[config.mk]
export PLATFORM = sky130hd
export DESIGN_NAME = inference_sequencer
export DESIGN_NICKNAME = d
export VERILOG_FILES = /design/src/rtl/inference_sequencer.sv
export SDC_FILE = /design/constraint.sdc
export NUM_CORES = 1
export LEC_CHECK = 0
export CORE_MARGIN = 2
export CORE_UTILIZATION = 28
export DETAILED_ROUTE_END_ITERATION = 12
export GPL_TIMING_DRIVEN = 0
export REMOVE_ABC_BUFFERS = 1
export SLEW_MARGIN = 15
export SYNTH_ARGS = -nofsm -noshare
export SYNTH_HDL_FRONTEND = slang
export SYNTH_SLANG_ARGS = --single-unit
[constraint.sdc]
create_clock -name clk -period 4.1 [get_ports clk]
set_input_delay 0.82 -clock clk [delete_from_list [all_inputs] [get_ports clk]]
set_output_delay 0.82 -clock clk [all_outputs]
set_load 0.02 [all_outputs]
[src/rtl/inference_sequencer.sv]
// Front-end controller for the weight/ReLU/argmax pipeline: buffers one input
// vector, replays it as a gap-free indexed burst and queues returned classes.
module inference_sequencer #(
    parameter int DATA_WIDTH   = 32,
    parameter int INPUT_AMOUNT = 4,
    parameter int MAX_INFLIGHT = 2
) (
    input  logic                            clk,
    input  logic                            rst_n,
    input  logic [DATA_WIDTH-1:0]           s_value,
    input  logic                            s_valid,
    output logic                            s_ready,
    output logic [DATA_WIDTH-1:0]           feed_index,
    output logic [DATA_WIDTH-1:0]           feed_value,
    output logic                            feed_enable,
    output logic [DATA_WIDTH:0]             feed_result,
    input  logic [DATA_WIDTH:0]             argmax_result,
    output logic [DATA_WIDTH-1:0]           m_class,
    output logic                            m_valid,
    input  logic                            m_ready,
    output logic [$clog2(MAX_INFLIGHT):0]   inflight,
    output logic                            error
);

    localparam int CNT_W = $clog2(INPUT_AMOUNT);
    localparam int PTR_W = (MAX_INFLIGHT > 1) ? $clog2(MAX_INFLIGHT) : 1;
    localparam int IF_W  = $clog2(MAX_INFLIGHT) + 1;
    localparam logic [CNT_W-1:0] LAST_IDX   = CNT_W'(INPUT_AMOUNT - 1);
    localparam logic [IF_W-1:0]  MAX_CREDIT = IF_W'(MAX_INFLIGHT);
    localparam logic [PTR_W-1:0] LAST_PTR   = PTR_W'(MAX_INFLIGHT - 1);

    typedef enum logic [1:0] {ST_LOAD, ST_WAIT, ST_STREAM} state_t;

    state_t                 r_state;
    state_t                 w_next_state;
    logic [DATA_WIDTH-1:0]  r_vbuf [INPUT_AMOUNT];
    logic [CNT_W-1:0]       r_load_cnt;
    logic [CNT_W-1:0]       r_stream_cnt;
    logic [CNT_W-1:0]       w_next_cnt;
    logic                   r_feed_enable;
    logic [DATA_WIDTH-1:0]  r_feed_index;
    logic [DATA_WIDTH-1:0]  r_feed_value;
    logic [IF_W-1:0]        r_inflight;
    logic [DATA_WIDTH-1:0]  r_fifo [MAX_INFLIGHT];
    logic [PTR_W-1:0]       r_wr_ptr;
    logic [PTR_W-1:0]       r_rd_ptr;
    logic [IF_W-1:0]        r_count;
    logic                   r_error;

    logic w_accept, w_last_accept, w_credit, w_stream_entry;
    logic w_pop, w_result_valid, w_push;

    assign w_accept       = s_valid && s_ready;
    assign w_last_accept  = w_accept && (r_load_cnt == LAST_IDX);
    assign w_credit       = r_inflight < MAX_CREDIT;
    assign w_stream_entry = (r_state != ST_STREAM) && (w_next_state == ST_STREAM);
    assign w_pop          = m_valid && m_ready;
    assign w_result_valid = argmax_result[DATA_WIDTH];
    // Results only count against an outstanding vector; the full guard is defensive.
    assign w_push         = w_result_valid && (r_inflight != '0) && ((r_count != MAX_CREDIT) || w_pop);
    assign w_next_cnt     = (r_state == ST_STREAM) ? r_stream_cnt + 1'b1 : '0;

    function automatic logic [PTR_W-1:0] next_ptr(input logic [PTR_W-1:0] p);
        return (p == LAST_PTR) ? '0 : p + 1'b1;
    endfunction

    // NOTE: sequential state uses non-blocking assignments so every register samples pre-edge values.
    always_ff @(posedge clk or negedge rst_n) begin
        if (!rst_n) r_state <= ST_LOAD;
        else        r_state <= w_next_state;
    end

    // NOTE: every always_comb output gets a default first so no latch is inferred.
    always_comb begin
        w_next_state = r_state;
        case (r_state)
            ST_LOAD:   if (w_last_accept) w_next_state = w_credit ? ST_STREAM : ST_WAIT;
            ST_WAIT:   if (w_credit) w_next_state = ST_STREAM;
            ST_STREAM: if (r_stream_cnt == LAST_IDX) w_next_state = ST_LOAD;
            default:   w_next_state = ST_LOAD;
        endcase
    end

    // s_ready is gated by reset so it reads 0 while reset is asserted.
    always_comb begin
        s_ready = rst_n && (r_state == ST_LOAD);
    end

    always_ff @(posedge clk or negedge rst_n) begin
        if (!rst_n)        r_load_cnt <= '0;
        else if (w_accept) r_load_cnt <= (r_load_cnt == LAST_IDX) ? '0 : r_load_cnt + 1'b1;
    end

    // NOTE: storage arrays carry no reset; their contents are only read after being written.
    always_ff @(posedge clk) begin
        if (w_accept) r_vbuf[r_load_cnt] <= s_value;
    end

    always_ff @(posedge clk or negedge rst_n) begin
        if (!rst_n) begin
            r_stream_cnt  <= '0;
            r_feed_enable <= 1'b0;
            r_feed_index  <= '0;
            r_feed_value  <= '0;
        end else if (w_next_state == ST_STREAM) begin
            r_stream_cnt  <= w_next_cnt;
            r_feed_enable <= 1'b1;
            r_feed_index  <= DATA_WIDTH'(w_next_cnt);
            r_feed_value  <= r_vbuf[w_next_cnt];
        end else begin
            r_stream_cnt  <= '0;
            r_feed_enable <= 1'b0;
            r_feed_index  <= '0;
            r_feed_value  <= '0;
        end
    end

    always_ff @(posedge clk or negedge rst_n) begin
        if (!rst_n) begin
            r_inflight <= '0;
        end else begin
            case ({w_stream_entry, w_pop})
                2'b10:   r_inflight <= r_inflight + 1'b1;
                2'b01:   r_inflight <= r_inflight - 1'b1;
                default: r_inflight <= r_inflight;
            endcase
        end
    end

    always_ff @(posedge clk) begin
        if (w_push) r_fifo[r_wr_ptr] <= argmax_result[DATA_WIDTH-1:0];
    end

    always_ff @(posedge clk or negedge rst_n) begin
        if (!rst_n) begin
            r_wr_ptr <= '0;
            r_rd_ptr <= '0;
            r_count  <= '0;
            r_error  <= 1'b0;
        end else begin
            if (w_push) r_wr_ptr <= next_ptr(r_wr_ptr);
            if (w_pop)  r_rd_ptr <= next_ptr(r_rd_ptr);
            case ({w_push, w_pop})
                2'b10:   r_count <= r_count + 1'b1;
                2'b01:   r_count <= r_count - 1'b1;
                default: r_count <= r_count;
            endcase
            if (w_result_valid && (r_inflight == '0)) r_error <= 1'b1;
        end
    end

    assign feed_enable = r_feed_enable;
    assign feed_index  = r_feed_index;
    assign feed_value  = r_feed_value;
    assign feed_result = '0;
    assign m_valid     = (r_count != '0);
    assign m_class     = m_valid ? r_fifo[r_rd_ptr] : '0;
    assign inflight    = r_inflight;
    assign error       = r_error;

endmodule

# After elaboration in Yosys (flattened, before gate mapping)
# Memories as Yosys holds them, arrays and structs flattened.
# Index checks and enable logic that the tools add are counted.
[totals] memories=2 mem_bits_ro=0 input_bits=69 ff_bits=78 output_inout_bits=135 latchBits=0 mem_bits_rw=192 elab_cells=68
[classes] order_cmp=1 mux=20 multipliers=0 div=0 n_shift=0 bitwise_logic=0 eq_ne=11 add_sub_neg=8 reduce_logical=15
[memory_table] name="r_vbuf" words=4 width=32 rd=1 rd_clocked_by_memory_dff=0 write_ports=1 line="36" text="logic [DATA_WIDTH-1:0] r_vbuf [INPUT_AMOUNT];"
[memory_table] name="r_fifo" words=2 width=32 rd=1 rd_clocked_by_memory_dff=0 write_ports=1 line="44" text="logic [DATA_WIDTH-1:0] r_fifo [MAX_INFLIGHT];"
[ops] op="$mux W32" n=2
[ops] op="$mux W2" n=8
[ops] op="$eq A2 B2 Y1 const B" n=6
[ops] op="$add A2 B1 Y2 const B" n=4
[ops] op="$logic_and A1 B1 Y1" n=8
[ops] op="$pmux W2 S2" n=2
[ops] op="$reduce_bool A2 Y1" n=4
[ops] op="$mux W1" n=7
[ops] op="$eq A2 B1 Y1 const B" n=3
[ops] op="$pmux W2 S3" n=1
[ops] op="$logic_not A2 Y1" n=2
[ops] op="$ne A2 B2 Y1 const B" n=2
[ops] op="$sub A2 B1 Y2 const B" n=2
[ops] op="$add A1 B1 Y1 const B" n=2
[ops] op="$lt A2 B2 Y1 const B" n=1
[ops] op="$logic_or A1 B1 Y1" n=1

# Longest topological paths before layout
[depth] depth_word=10 mapped_depth=8 ltp_nobuf=8

# Worst setup path before layout
# Ideal clock, no wire load.
[synth_path] path_type="input -> register" from="input argmax_result[32]" to="memory r_fifo[0][0] (enable)" setup_time_ns=0.461 cell_stages=2 slack_ns=0.350 t_required_ns=3.639 path_buffers=0 arrival_ns=3.289 cell_sequence="o21ai_0 > nor3_1"
[synth_via] elab_chain_len=4
[synth_lines] element="start, declared" line="17" text="input logic [DATA_WIDTH:0] argmax_result,"
[synth_lines] element="$logic_and A1 B1 Y1 (2 in a row)" line="60" text="assign w_push = w_result_valid && (r_inflight != '0) && ((r_count != MAX_CREDIT) || w_pop);"
[synth_lines] element="$mux W1" line="131" text="if (w_push) r_fifo[r_wr_ptr] <= argmax_result[DATA_WIDTH-1:0];"
[synth_lines] element="$mux W1 (not written as such)" line="131"
[synth_lines] element="end, declared" line="44"
# No other way between the ends.

# Worst setup path after layout
[layout_path] from="register r_count[0]" to="output m_class[11]"
[layout_via] elab_chain_len=2
[layout_lines] element="start, declared" line="47" text="logic [IF_W-1:0] r_count;"
[layout_lines] element="start signal, assigned" line="144" text="2'b10: r_count <= r_count + 1'b1;"
[layout_lines] element="start signal, assigned" line="145" text="2'b01: r_count <= r_count - 1'b1;"
[layout_lines] element="start signal, assigned" line="146" text="default: r_count <= r_count;"
[layout_lines] element="$reduce_bool A2 Y1" line="156" text="assign m_valid = (r_count != '0);"
[layout_lines] element="$mux W32" line="157" text="assign m_class = m_valid ? r_fifo[r_rd_ptr] : '0;"
[layout_lines] element="end, declared" line="18" text="output logic [DATA_WIDTH-1:0] m_class,"
# No other way between the ends.

==> results.yml <==
placed_design:
  io_buffers: 140
  place_congestion: 0.692
  detailed_place_hpwl_mm: 14.1
setup_path:
  path_cells: "nor2_4, nor2_1, clkdlybuf4s50_1"
  cp-start-kind: "flop"
  rr_startpoint: "r_state[1]"
  crit_fanout: 34
  endpoint_kind: "primary output"
  worst_path_max_delay_cell: "nor2_4"
  arrival_ns: 2.40
  reg2regPathDepth: 7
  path_buf_inv: 1
  crit_path_max_incr_delay_ns: 0.65
  cpLargestDelayFamily: "simple AND/OR/NAND/NOR gates"
  crit_type: "flop to primary output"
  r2r_slack_ns: 1.14
  r2r_end: "inflight[1]"
  required_ns: 3.28
final_layout:
  final_util_pct: 36.3
  drive_above_1_share_pct: 14.8
  n_antenna_cell: 0
  nNetsFinal: 879
  area_delta_synth_final_pct: 28.7
timing:
  slew_viol_final: 0
  timing.fmax_ghz: 0.310
  worstMarginPinSlew_ns: 0.904
  skew_ns: 0.0178
  relSlewSlack_pct: 38.9
  hold_viol_final: 0
  period_minus_slack_ns: 3.22
  rsz0062_at_grt: "no"
  finalCritPeriodShare_pct: 78.6
  setup-violations-final: 0
power_and_ir_drop:
  total_power_mw: 9.17
  ir_drop_mv: 0.480
  power_density_nw_per_um2: 714
  p_leak_nw: 4.56
detailed_routing:
  drcViolationCount: 0
  wire_per_inst_um: 17.3
  antenna_left: 0
  first_iter_violations: 252
  vias: 5645
  drt-pass1-iter-count: 5
  routed_via_density: 4.39
  wl_mm: 22.3
clocking:
  h-tree-depth: 1
  numClockSinks: 238
  cts_made_buffers: 28
  path_clk_slew_ns: 0.06
  cts_root_buf: "clkbuf_16"
  ctsResizeCount: 0
  clk_latency_ns: 0.55
  cts_setup_buffers: 0
  holdBufCountCts: 0
  clockBufferDepth: 3
  tritoncts: "built"
logic_synthesis:
  ys_seq_elements: 238
  syn-cell-area_um2: 9970
  yosys.area.top_type_share_pct: 57.8
  yosys_warnings: 0
  synth_cells: 659
  synth.largest_area_cell: "edfxtp_1"
  ys_types: 32
  post_synth.cell_area_avg_um2: 15.1
  yosysSeqAreaShare_pct: 69.4
  synthTopCellsByArea: "edfxtp_1, dfrtp_1, buf_4"
status:
  status: "finished clean"
global_route:
  grt_pass1_vias: 5608
  grtUsageTotal_pct: 11.7
  grt_max_degree: 73
  grt_pass1_wl_mm: 32.9
  grt_antenna_before_repair: 2
  overflow: 0
run:
  cap_violations: 0
floorplan:
  die_w_um: 193
  initial_core_util_pct: 28.2
  coreArea_um2: 35300
  ios: 204
  num_rows: 69
  die-area_um2: 37100
  fp.dieH_um: 193
hold_path:
  min_path_type: "primary input to async pin"
-- sequential cells by signal, indices dropped and copies added (netlist names), 2 cells and up --
name and count:
r_load_cnt 2, r_state 2, r_stream_cnt 2, r_count 2
r_fifo 64, r_vbuf 128, inflight 2, feed_value 32
-- power by group --
part / leakage [nW] / switching [mW] / internal [mW]
clock: 0.450 / 0.976 / 1.51
combinational: 1.77 / 1.83 / 1.50
sequential: 2.34 / 0.238 / 3.11
-- synthesized netlist by cell type, drive strengths merged --
master	instances
conb	1
o21ai	4
and2	6
a21oi	35
buf	82
nand4bb	32
dfrtp	46
or2	1
a211oi	1
nand2	34
xnor2	2
mux2i	32
nor2	38
xor2	3
ha	6
edfxtp	192
nor3b	6
nor4bb	1
a221oi	1
mux2	32
nor3	2
inv	7
nor2b	5
a22oi	32
nand2b	1
clkbuf	23
a21o	33
and3b	1
-- cell usage in the layout (no fill, tap or decap), drive strengths merged, types with 9 or more instances in the layout --
master and instances:
edfxtp 192, a21o 33, nand2 34, mux2 32
clkdlybuf4s50 139, nand4bb 32, inv 9, buf 19
a21oi 35, nor2 38, clkbuf 36, mux2i 32
conb 63, a22oi 32, dfrtp 46
-- worst max-delay path by stage --
stage                     cells after the start  slack [ns]            start            end
after global placement                        3       -2.67            rst_n  r_vbuf[0][10]
after global routing                          7        0.62            rst_n    inflight[1]
after floorplan                               7       -0.02  r_stream_cnt[0]    inflight[1]
final                                         3        0.88       r_count[0]    m_class[11]
after detailed placement                      7        0.26            rst_n    inflight[1]
after CTS                                     7        0.81            rst_n    inflight[1]
-- cell type report --
class | count | area, um2
Clock buffer | 36 | 762
Fill cell | 3343 | 22500
Timing Repair Buffer | 158 | 1760
Multi-Input combinational cell | 371 | 2620
Inverter | 7 | 26.3
Sequential cell | 238 | 6920
Clock inverter | 16 | 173
Tap cell | 461 | 577
-- per-layer routing --
layer | track usage (%) | share of wire [%]
met5 | 0 | 0.11
met3 | 2.98 | 6.8
met4 | 2.79 | 2.2
met2 | 19.7 | 47
met1 | 15.0 | 44
-- cells by family after synthesis --
| group | after synthesis | synth area share (%) |
|---|---|---|
| adder cells (fa/ha/maj) | 6 | 0.753 |
| AO/OA/AOI/OAI | 106 | 7.57 |
| flip-flops | 238 | 69.4 |
| AND/OR/NAND/NOR | 127 | 7.95 |
| XOR/XNOR | 5 | 0.439 |
| multiplexers | 64 | 6.83 |
| other | 1 | 0.0376 |
| buffers and inverters | 112 | 7.06 |
-- per-stage QoR --
| stage | area, um2 | TNS (ns) | hold WS (ns) | std cells | setup WS (ns) |
|---|---|---|---|---|---|
| 6_report | 12800 | 0 | 0.319 | 1287 | 0.877 |
| 5_1_grt | 12800 | 0 | 0.362 | 1287 | 0.617 |
| 4_1_cts | 12800 | 0 | 0.342 | 1287 | 0.813 |
| 3_5_place_dp | 11900 | 0 | 0.453 | 1235 | 0.256 |
| 3_3_place_gp | 11500 | -477.87 | 0.440 | 1217 | -2.67 |
| 2_1_floorplan | 9530 | -0.0240 | 0.456 | 616 | -0.0240 |
Power figures use the tool's default switching activity.
